==> src/rtl/jb_sysref_ctrl.sv <==
// jb_sysref_ctrl: PL SYSREF sequencing controller.
// Measures the period of an already-synchronised SYSREF and declares lock once it
// has been stable. It then forwards a programmed number of whole SYSREF pulses,
// or a continuous stream, to the DAC and ADC SYSREF outputs.
// All outputs are registered and run in the pl_refclk domain.
module jb_sysref_ctrl #(
    parameter int PERIOD_W   = 16,
    parameter int STABLE_CNT = 4,
    parameter int CNT_W      = 8
) (
    input  logic                pl_refclk,
    input  logic                rst,
    input  logic                sysref_in,
    input  logic                arm,
    input  logic                abort,
    input  logic                continuous,
    input  logic [CNT_W-1:0]    num_pulses,
    input  logic                en_dac,
    input  logic                en_adc,
    input  logic                err_clr,
    output logic                user_sysref_dac,
    output logic                user_sysref_adc,
    output logic [PERIOD_W-1:0] period,
    output logic                locked,
    output logic                busy,
    output logic                done,
    output logic                err_period
);

    typedef enum logic [2:0] {
        ST_IDLE      = 3'd0,
        ST_WAIT_LOCK = 3'd1,
        ST_ARMED     = 3'd2,
        ST_RUN       = 3'd3,
        ST_DONE      = 3'd4
    } state_t;

    localparam logic [PERIOD_W-1:0] PER_MAX    = {PERIOD_W{1'b1}};
    localparam logic [3:0]          STABLE_MAX = 4'(STABLE_CNT);
    localparam logic [CNT_W-1:0]    CNT_MAX    = {CNT_W{1'b1}};
    localparam logic [CNT_W-1:0]    CNT_ONE    = CNT_W'(1);

    state_t              state_r, state_nxt_s;
    logic                sysref_d_r;
    logic                first_edge_r;
    logic [PERIOD_W-1:0] per_cnt_r;
    logic [PERIOD_W-1:0] period_r;
    logic [3:0]          stable_cnt_r, stable_nxt_s;
    logic [CNT_W-1:0]    pulse_cnt_r, pulse_nxt_s;
    logic                cont_l_r, en_dac_l_r, en_adc_l_r;
    logic [CNT_W-1:0]    num_l_r, num_eff_s;
    logic                rise_s, meas_s, match_s, lock_lost_s, stop_s;
    logic                gate_s, latch_s;
    logic                locked_r, err_r, busy_r, done_r, dac_r, adc_r;

    // Edge detect, measurement qualification and stability bookkeeping
    always_comb begin
        rise_s       = sysref_in & ~sysref_d_r;
        meas_s       = rise_s & first_edge_r;
        match_s      = (per_cnt_r == period_r) && (per_cnt_r != PER_MAX);
        lock_lost_s  = meas_s & ~match_s & locked_r;
        stop_s       = abort | lock_lost_s;
        num_eff_s    = (num_l_r == {CNT_W{1'b0}}) ? CNT_ONE : num_l_r;
        stable_nxt_s = stable_cnt_r;
        if (meas_s) begin
            if (match_s) begin
                if (stable_cnt_r == STABLE_MAX) begin
                    stable_nxt_s = STABLE_MAX;
                end else begin
                    stable_nxt_s = stable_cnt_r + 4'd1;
                end
            end else begin
                stable_nxt_s = 4'd0;
            end
        end else begin
            stable_nxt_s = stable_cnt_r;
        end
    end

    // Sequencer next state, gate and pulse counter; a stop request outranks a rise
    always_comb begin
        state_nxt_s = state_r;
        pulse_nxt_s = pulse_cnt_r;
        gate_s      = 1'b0;
        latch_s     = 1'b0;
        case (state_r)
            ST_IDLE: begin
                if (arm) begin
                    latch_s     = 1'b1;
                    state_nxt_s = ST_WAIT_LOCK;
                end else begin
                    state_nxt_s = ST_IDLE;
                end
            end
            ST_WAIT_LOCK: begin
                if (stop_s) begin
                    state_nxt_s = ST_IDLE;
                end else if (locked_r) begin
                    state_nxt_s = ST_ARMED;
                end else begin
                    state_nxt_s = ST_WAIT_LOCK;
                end
            end
            ST_ARMED: begin
                if (stop_s) begin
                    state_nxt_s = ST_IDLE;
                end else if (rise_s) begin
                    state_nxt_s = ST_RUN;
                    pulse_nxt_s = CNT_ONE;
                    gate_s      = 1'b1;
                end else begin
                    state_nxt_s = ST_ARMED;
                end
            end
            ST_RUN: begin
                if (stop_s) begin
                    state_nxt_s = ST_IDLE;
                end else if (rise_s) begin
                    if (!cont_l_r && (pulse_cnt_r >= num_eff_s)) begin
                        // The closing rise is not forwarded.
                        state_nxt_s = ST_DONE;
                    end else begin
                        gate_s = 1'b1;
                        if (pulse_cnt_r != CNT_MAX) begin
                            pulse_nxt_s = pulse_cnt_r + CNT_ONE;
                        end else begin
                            pulse_nxt_s = pulse_cnt_r;
                        end
                    end
                end else begin
                    gate_s = 1'b1;
                end
            end
            ST_DONE: begin
                state_nxt_s = ST_IDLE;
            end
            default: begin
                state_nxt_s = ST_IDLE;
            end
        endcase
    end

    // Period measurement, lock and sticky lock-loss flag
    always_ff @(posedge pl_refclk or posedge rst) begin
        if (rst) begin
            sysref_d_r   <= 1'b0;
            first_edge_r <= 1'b0;
            per_cnt_r    <= {PERIOD_W{1'b0}};
            period_r     <= {PERIOD_W{1'b0}};
            stable_cnt_r <= 4'd0;
            locked_r     <= 1'b0;
            err_r        <= 1'b0;
        end else begin
            sysref_d_r   <= sysref_in;
            stable_cnt_r <= stable_nxt_s;
            locked_r     <= (stable_nxt_s == STABLE_MAX);
            if (rise_s) begin
                per_cnt_r    <= {{(PERIOD_W-1){1'b0}}, 1'b1};
                first_edge_r <= 1'b1;
            end else if (per_cnt_r != PER_MAX) begin
                per_cnt_r <= per_cnt_r + {{(PERIOD_W-1){1'b0}}, 1'b1};
            end
            if (meas_s && !match_s) begin
                period_r <= per_cnt_r;
            end
            if (lock_lost_s) begin
                err_r <= 1'b1;
            end else if (err_clr) begin
                err_r <= 1'b0;
            end
        end
    end

    // Sequencer state, burst configuration latch and registered outputs
    always_ff @(posedge pl_refclk or posedge rst) begin
        if (rst) begin
            state_r     <= ST_IDLE;
            pulse_cnt_r <= {CNT_W{1'b0}};
            cont_l_r    <= 1'b0;
            num_l_r     <= {CNT_W{1'b0}};
            en_dac_l_r  <= 1'b0;
            en_adc_l_r  <= 1'b0;
            busy_r      <= 1'b0;
            done_r      <= 1'b0;
            dac_r       <= 1'b0;
            adc_r       <= 1'b0;
        end else begin
            state_r     <= state_nxt_s;
            pulse_cnt_r <= pulse_nxt_s;
            if (latch_s) begin
                cont_l_r   <= continuous;
                num_l_r    <= num_pulses;
                en_dac_l_r <= en_dac;
                en_adc_l_r <= en_adc;
            end
            busy_r <= (state_nxt_s != ST_IDLE);
            done_r <= (state_nxt_s == ST_DONE);
            dac_r  <= gate_s & en_dac_l_r & sysref_in;
            adc_r  <= gate_s & en_adc_l_r & sysref_in;
        end
    end

    assign user_sysref_dac = dac_r;
    assign user_sysref_adc = adc_r;
    assign period          = period_r;
    assign locked          = locked_r;
    assign busy            = busy_r;
    assign done            = done_r;
    assign err_period      = err_r;

endmodule

==> config.mk <==
export PLATFORM = sky130hd
export DESIGN_NAME = jb_sysref_ctrl
export DESIGN_NICKNAME = d
export VERILOG_FILES = /design/src/rtl/jb_sysref_ctrl.sv
export SDC_FILE = /design/constraint.sdc
export NUM_CORES = 1
export LEC_CHECK = 0
export ABC_AREA = 1
export ABC_CLOCK_PERIOD_IN_PS = 3730
export CORE_MARGIN = 2
export CORE_UTILIZATION = 40
export CTS_CLUSTER_SIZE = 16
export DETAILED_ROUTE_END_ITERATION = 10
export PLACE_DENSITY = 0.7
export SYNTH_ARGS = -nofsm -noshare
export SYNTH_HDL_FRONTEND = slang
export SYNTH_SLANG_ARGS = --single-unit
==> constraint.sdc <==
create_clock -name pl_refclk -period 3.73 [get_ports pl_refclk]
set_input_delay 0.373 -clock pl_refclk [delete_from_list [all_inputs] [get_ports pl_refclk]]
set_output_delay 0.373 -clock pl_refclk [all_outputs]
set_load 0.03 [all_outputs]
# Word level (Yosys, flattened, before mapping)
# Index checks and enable logic that the tools add are counted.
# W data, S select, Z words.
[word_totals] output_inout_bits=22 register_bits=66 in_bits=17 word_cells=91
[classes] n_reduce_logical=12 n_addsub=3 eq_ne=15 bitwise_logic=11 n_lt_le_gt_ge=1 n_mux=32
[op_table] cell="$mux W8" n=7
[op_table] cell="$mux W16" n=2
[op_table] cell="$add A16 B1 Y16 const B" n=1
[op_table] cell="$eq A16 B16 Y1" n=1
[op_table] cell="$ne A16 B16 Y1 const B" n=1
[op_table] cell="$pmux W8 S2" n=1
[op_table] cell="$mux W4" n=3
[op_table] cell="$ne A2 B2 Y1 const B" n=6
[op_table] cell="$pmux W3 S4" n=1
[op_table] cell="$mux W1" n=11
[op_table] cell="$mux W3" n=3
[op_table] cell="$add A8 B1 Y8 const B" n=1
[op_table] cell="$and A1 B1 Y1" n=8
[op_table] cell="$eq A4 B3 Y1 const B" n=2
[op_table] cell="$ge A8 B8 Y1" n=1
[op_table] cell="$logic_not A8 Y1" n=1
[op_table] cell="$ne A8 B8 Y1 const B" n=1
[op_table] cell="$reduce_and A7 Y1" n=1
[op_table] cell="$eq A3 B2 Y1 const B" n=2
[op_table] cell="$mux W2" n=3
[op_table] cell="$reduce_bool A2 Y1" n=3
[op_table] cell="$add A4 B1 Y4 const B" n=1
[op_table] cell="$eq A3 B1 Y1 const B" n=1
[op_table] cell="$eq A3 B3 Y1 const B" n=1
[op_table] cell="7 further kinds" n=11

# Longest topological paths before layout
[logic_depth] depth_word=10 mapped_depth=15 mapped_depth_nobuf=15

# Least setup slack after synthesis
# No wires, ideal clock.
[synth_timing] path_type="reg2reg" startpoint="register num_l_r[2]" endpoint="register pulse_cnt_r[2]" synth_period_minus_slack_ns=1.866 required_time_ns=3.612 arrival_time_ns=1.748 stages_incl_launch_ff=16 setup_slack_ns=1.864 path_buffers=0 setup_time_ns=0.118 path_cell_list="dfrtp_1 > inv_1 > nand4_1 > o41ai_1 > ha_1 > nor2_1 > o21ai_0 > nand2_1 > nand2_1 > nand3_1 > nand2_1 > nand3_2 > nand2_4 > nand3_4 > nand2_1 > nand2_1"
[synth_via] elab_chain_cells=6
[synth_lines] item="start: declaration" line="51" text="logic [CNT_W-1:0] num_l_r, num_eff_s;"
[synth_lines] item="start signal: assignment" line="180" text="num_l_r <= {CNT_W{1'b0}};"
[synth_lines] item="start signal: assignment" line="192" text="num_l_r <= num_pulses;"
[synth_lines] item="$logic_not A8 Y1" line="63" text="num_eff_s = (num_l_r == {CNT_W{1'b0}}) ? CNT_ONE : num_l_r;"
[synth_lines] item="$mux W8 *" line="63"
[synth_lines] item="$ge A8 B8 Y1 *" line="119" text="if (!cont_l_r && (pulse_cnt_r >= num_eff_s)) begin"
[synth_lines] item="$logic_and A1 B1 Y1 *" line="119"
[synth_lines] item="$ne A2 B2 Y1 (no line) *"
[synth_lines] item="$reduce_and A7 Y1 (no line) *"
[synth_lines] item="end signal: assignment" line="178" text="pulse_cnt_r <= {CNT_W{1'b0}};"
[synth_lines] item="end signal: assignment" line="189" text="pulse_cnt_r <= pulse_nxt_s;"
[synth_lines] item="end: declaration" line="49" text="logic [CNT_W-1:0] pulse_cnt_r, pulse_nxt_s;"
# Every way passes the cells marked *; elsewhere a longest branch is shown, timed or not.
# A chain may end at the register's enable or synchronous reset.

# Worst setup path after layout
[layout_timing] startpoint="input sysref_in" endpoint="register busy_r, in the netlist busy"
[layout_via] elab_chain_cells=8 word_cells_on_any_way=12 classes_between="6 x mux; 5 x bitwise; 1 x reduce/logical"
[layout_lines] item="start: declaration" line="13" text="input logic sysref_in,"
[layout_lines] item="$and A1 B1 Y1 *" line="58" text="rise_s = sysref_in & ~sysref_d_r;"
[layout_lines] item="$and A1 B1 Y1" line="59" text="meas_s = rise_s & first_edge_r;"
[layout_lines] item="$and A1 B1 Y1 (2 in a row)" line="61" text="lock_lost_s = meas_s & ~match_s & locked_r;"
[layout_lines] item="$or A1 B1 Y1" line="62" text="stop_s = abort | lock_lost_s;"
[layout_lines] item="$mux W3, or another cell as far along" line="116" text="if (stop_s) begin"
[layout_lines] item="$pmux W3 S4 *" line="86" text="case (state_r)"
[layout_lines] item="$reduce_bool A3 Y1 *" line="196" text="busy_r <= (state_nxt_s != ST_IDLE);"
[layout_lines] item="end signal: assignment" line="196"
[layout_lines] item="end: declaration" line="54" text="logic locked_r, err_r, busy_r, done_r, dac_r, adc_r;"
# Marked as above.

==> results.toml <==
[run_status]
outcome = "finished clean"

[sta]
finalSetupViolCount = 0
skew_ns = 0.00496
drv_slew = 0
hold_viol = 0
holdWs_ns = 0.435
fin_ws_ns = 1.36
period_minus_slack_ns = 2.37
fin_crit_sh_pct = 63.5
tightest_slew_ns = 0.840
timing.slew.headroom_pct = 43.9
fmax_mhz = 422
tns_ns = 0
rsz0062_at_grt = "no"

[global_route]
grt_pass1_vias = 2990
grt_use_total_pct = 17.2
grt_max_degree = 35
grt-ovfl-total = 0
antenna_found_initial = 0
grt_pass1_wl_mm = 13.6

[run]
drv_cap = 0

[die]
start_util_pct = 41.3
design.core.area_mm2 = 0.00872
num_rows = 34
die_area_mm2 = 0.00979
ioPinCount = 39
die_w_um = 98.9
fp.dieH_um = 98.9

[critical_path]
cp.required_ns = 3.95
reg2reg_slack_ns = 1.46
endpoint_kind = "register"
crit_slowest_cell = "clkdlybuf4s50_1"
crit_type = "in2reg"
path_buf_inv = 3
crit_path_max_fanout = 34
crit_chain = "clkdlybuf4s50_1 -> inv_1 -> nor2_4 -> inv_1 -> nor2_4 -> nand2_2 -> nand3_1 -> nor2_1 -> nor2_1 -> nand3_1"
cp-start-kind = "primary input"
critical_path.top_delay_family = "simple AND/OR/NAND/NOR gates"
max_stage_delay_ns = 0.47
cp.arrival_ns = 2.58

[routing]
via_count = 3101
wire_per_inst_um = 12.7
drc = 0
dr.pass1.iters = 5
drt_iter0_markers = 205
vias_per_cell = 5.03
drtAntennaViolNets = 0
wirelength_mm = 7.83

[clock_network]
post_cts_resized = 0
cts_buffer_depth = 2
clk_latency_ns = 0.33
root_buffer = "clkbuf_8"
postCtsHoldBufs = 0
cts_sinks = 66
cts_made_buffers = 9
postCtsSetupRepairBufs = 0
clkTransAtPathRegs_ns = 0.07
cts_tree = "built"
htree_levels = 3

[place]
gp_congestion = 0.848
dp.final_hpwl_mm = 5.79
pre_cts_ws_ns = 1.02
port_buffers = 38

[cells_and_area]
num_antenna_cells = 0
final_util_pct = 49.0
multi_input_area_mm2 = 0.00163
finalNetCount = 535
syn2layout_area_growth_pct = 18.4
drive_above_1_share_pct = 6.69
ff_latch_area_mm2 = 0.00165
fillers = 848

[yosys]
syn_area_per_cell_um2 = 7.82
synth_cell_type_count = 35
synth-seq-cells = 66
ys_warn_count = 0
yosys-top-cells-area = "dfrtp_1 46%, nand2_1 12%, inv_1 8.1%"
synth_area_mm2 = 0.00361
synth_cells = 461
synth_top_cell_area_share_pct = 45.8
yosysSeqAreaShare_pct = 45.8
synth_top_area_cell = "dfrtp_1"
synth_nets = 490

[pwr]
leakage_nw = 2.07
ir_worst_vdd_uv = 212
power.density_mw_per_mm2 = 463
p_total_mw = 1.98

[worst_hold_path]
worst_hold_path_type = "in2async"
stage by stage:
step,cell area (um^2),std cells
global route,4270,616
floorplan,3610,461
global placement,4110,603
CTS,4270,616
finish,4270,616
detailed placement,4110,603
final timing paths:
check,from,to,cells past startpoint
max in group asynchronous,rst,stable_cnt_r[0]$_DFF_PP0_,3
min,rst,per_cnt_r[14]$_DFFE_PP0P_,2
min reg2reg,first_edge_r$_DFFE_PP0P_,first_edge_r$_DFFE_PP0P_,2
min in group pl_refclk,first_edge_r$_DFFE_PP0P_,first_edge_r$_DFFE_PP0P_,2
max reg2reg,num_l_r[2]$_DFFE_PP0P_,user_sysref_dac$_DFF_PP0_,14
max,sysref_in,busy$_DFF_PP0_,10
area by class of cell:
type	instances	share of cell area (%)
clock buffer	13	3.72
timing repair buffer	40	9.26
inverter	80	7.03
sequential	66	38.7
tap	108	3.16
multi-input combinational	309	38.1
sequential cells by signal (all words and copies together), names as in the netlist:
signal and cells:
locked 1, first_edge_r 1, stable_cnt_r 4, done 1
pulse_cnt_r 8, num_l_r 8, en_dac_l_r 1, state_r 3
en_adc_l_r 1, period 16, user_sysref_dac 1, per_cnt_r 16
err_period 1, cont_l_r 1, user_sysref_adc 1, sysref_d_r 1
busy 1
cell usage after synthesis, drive strengths merged:
cell type	n
or3	1
o22ai	1
inv	80
nor4	1
buf	2
nor2	49
nor3b	3
xor2	5
nor3	15
dfrtp	66
a21oi	24
xnor2	1
o21ai	29
o21a	1
nand4	17
a211oi	4
o41ai	1
a31oi	2
clkbuf	4
nand2	120
nand3	22
ha	12
a221oi	1
report_power, final:
group / total (mW) / switching, mW / internal [mW]
Combinational: 0.546 / 0.353 / 0.193
Sequential: 0.911 / 0.0897 / 0.821
Clock: 0.519 / 0.251 / 0.268
Total: 1.98 / 0.694 / 1.28
cells in the final DEF, fill, tap and decap left out, types with 3 or more instances in the layout:
master / count
nor3_1: 12
nor2_4: 3
o21ai_0: 26
nand2_1: 116
o21ai_1: 3
clkbuf_8: 11
inv_2: 3
dfrtp_1: 66
nand3_2: 3
clkdlybuf4s50_1: 38
nand4_1: 16
a211oi_1: 4
nand3_1: 17
nor2_1: 45
ha_1: 12
inv_1: 77
xor2_1: 5
a21oi_1: 24
metal layers:
| metal | GRT usage (%) | vias to the layer above | share of wire (%) |
|---|---|---|---|
| li1 | - | 1565 | - |
| met1 | 23.5 | 1453 | 49 |
| met2 | 27.3 | 73 | 46 |
| met3 | 3.76 | 10 | 4.5 |
| met4 | 5.58 | 0 | 1.3 |
| met5 | 0 | - | 0 |
cells by family (layout without fill, tap and decap cells):
family	after synthesis	count (layout)	synth area share (%)
AOI/OAI and AO/OA	63	63	9.40
xor gates and xnor gates	6	6	1.46
DFF	66	66	45.8
and+or+nand+nor	228	228	30.2
adders and majority gates	12	12	4.16
buffers and inverters	86	133	9.02
Note: power is estimated with default switching activity, not from simulation.
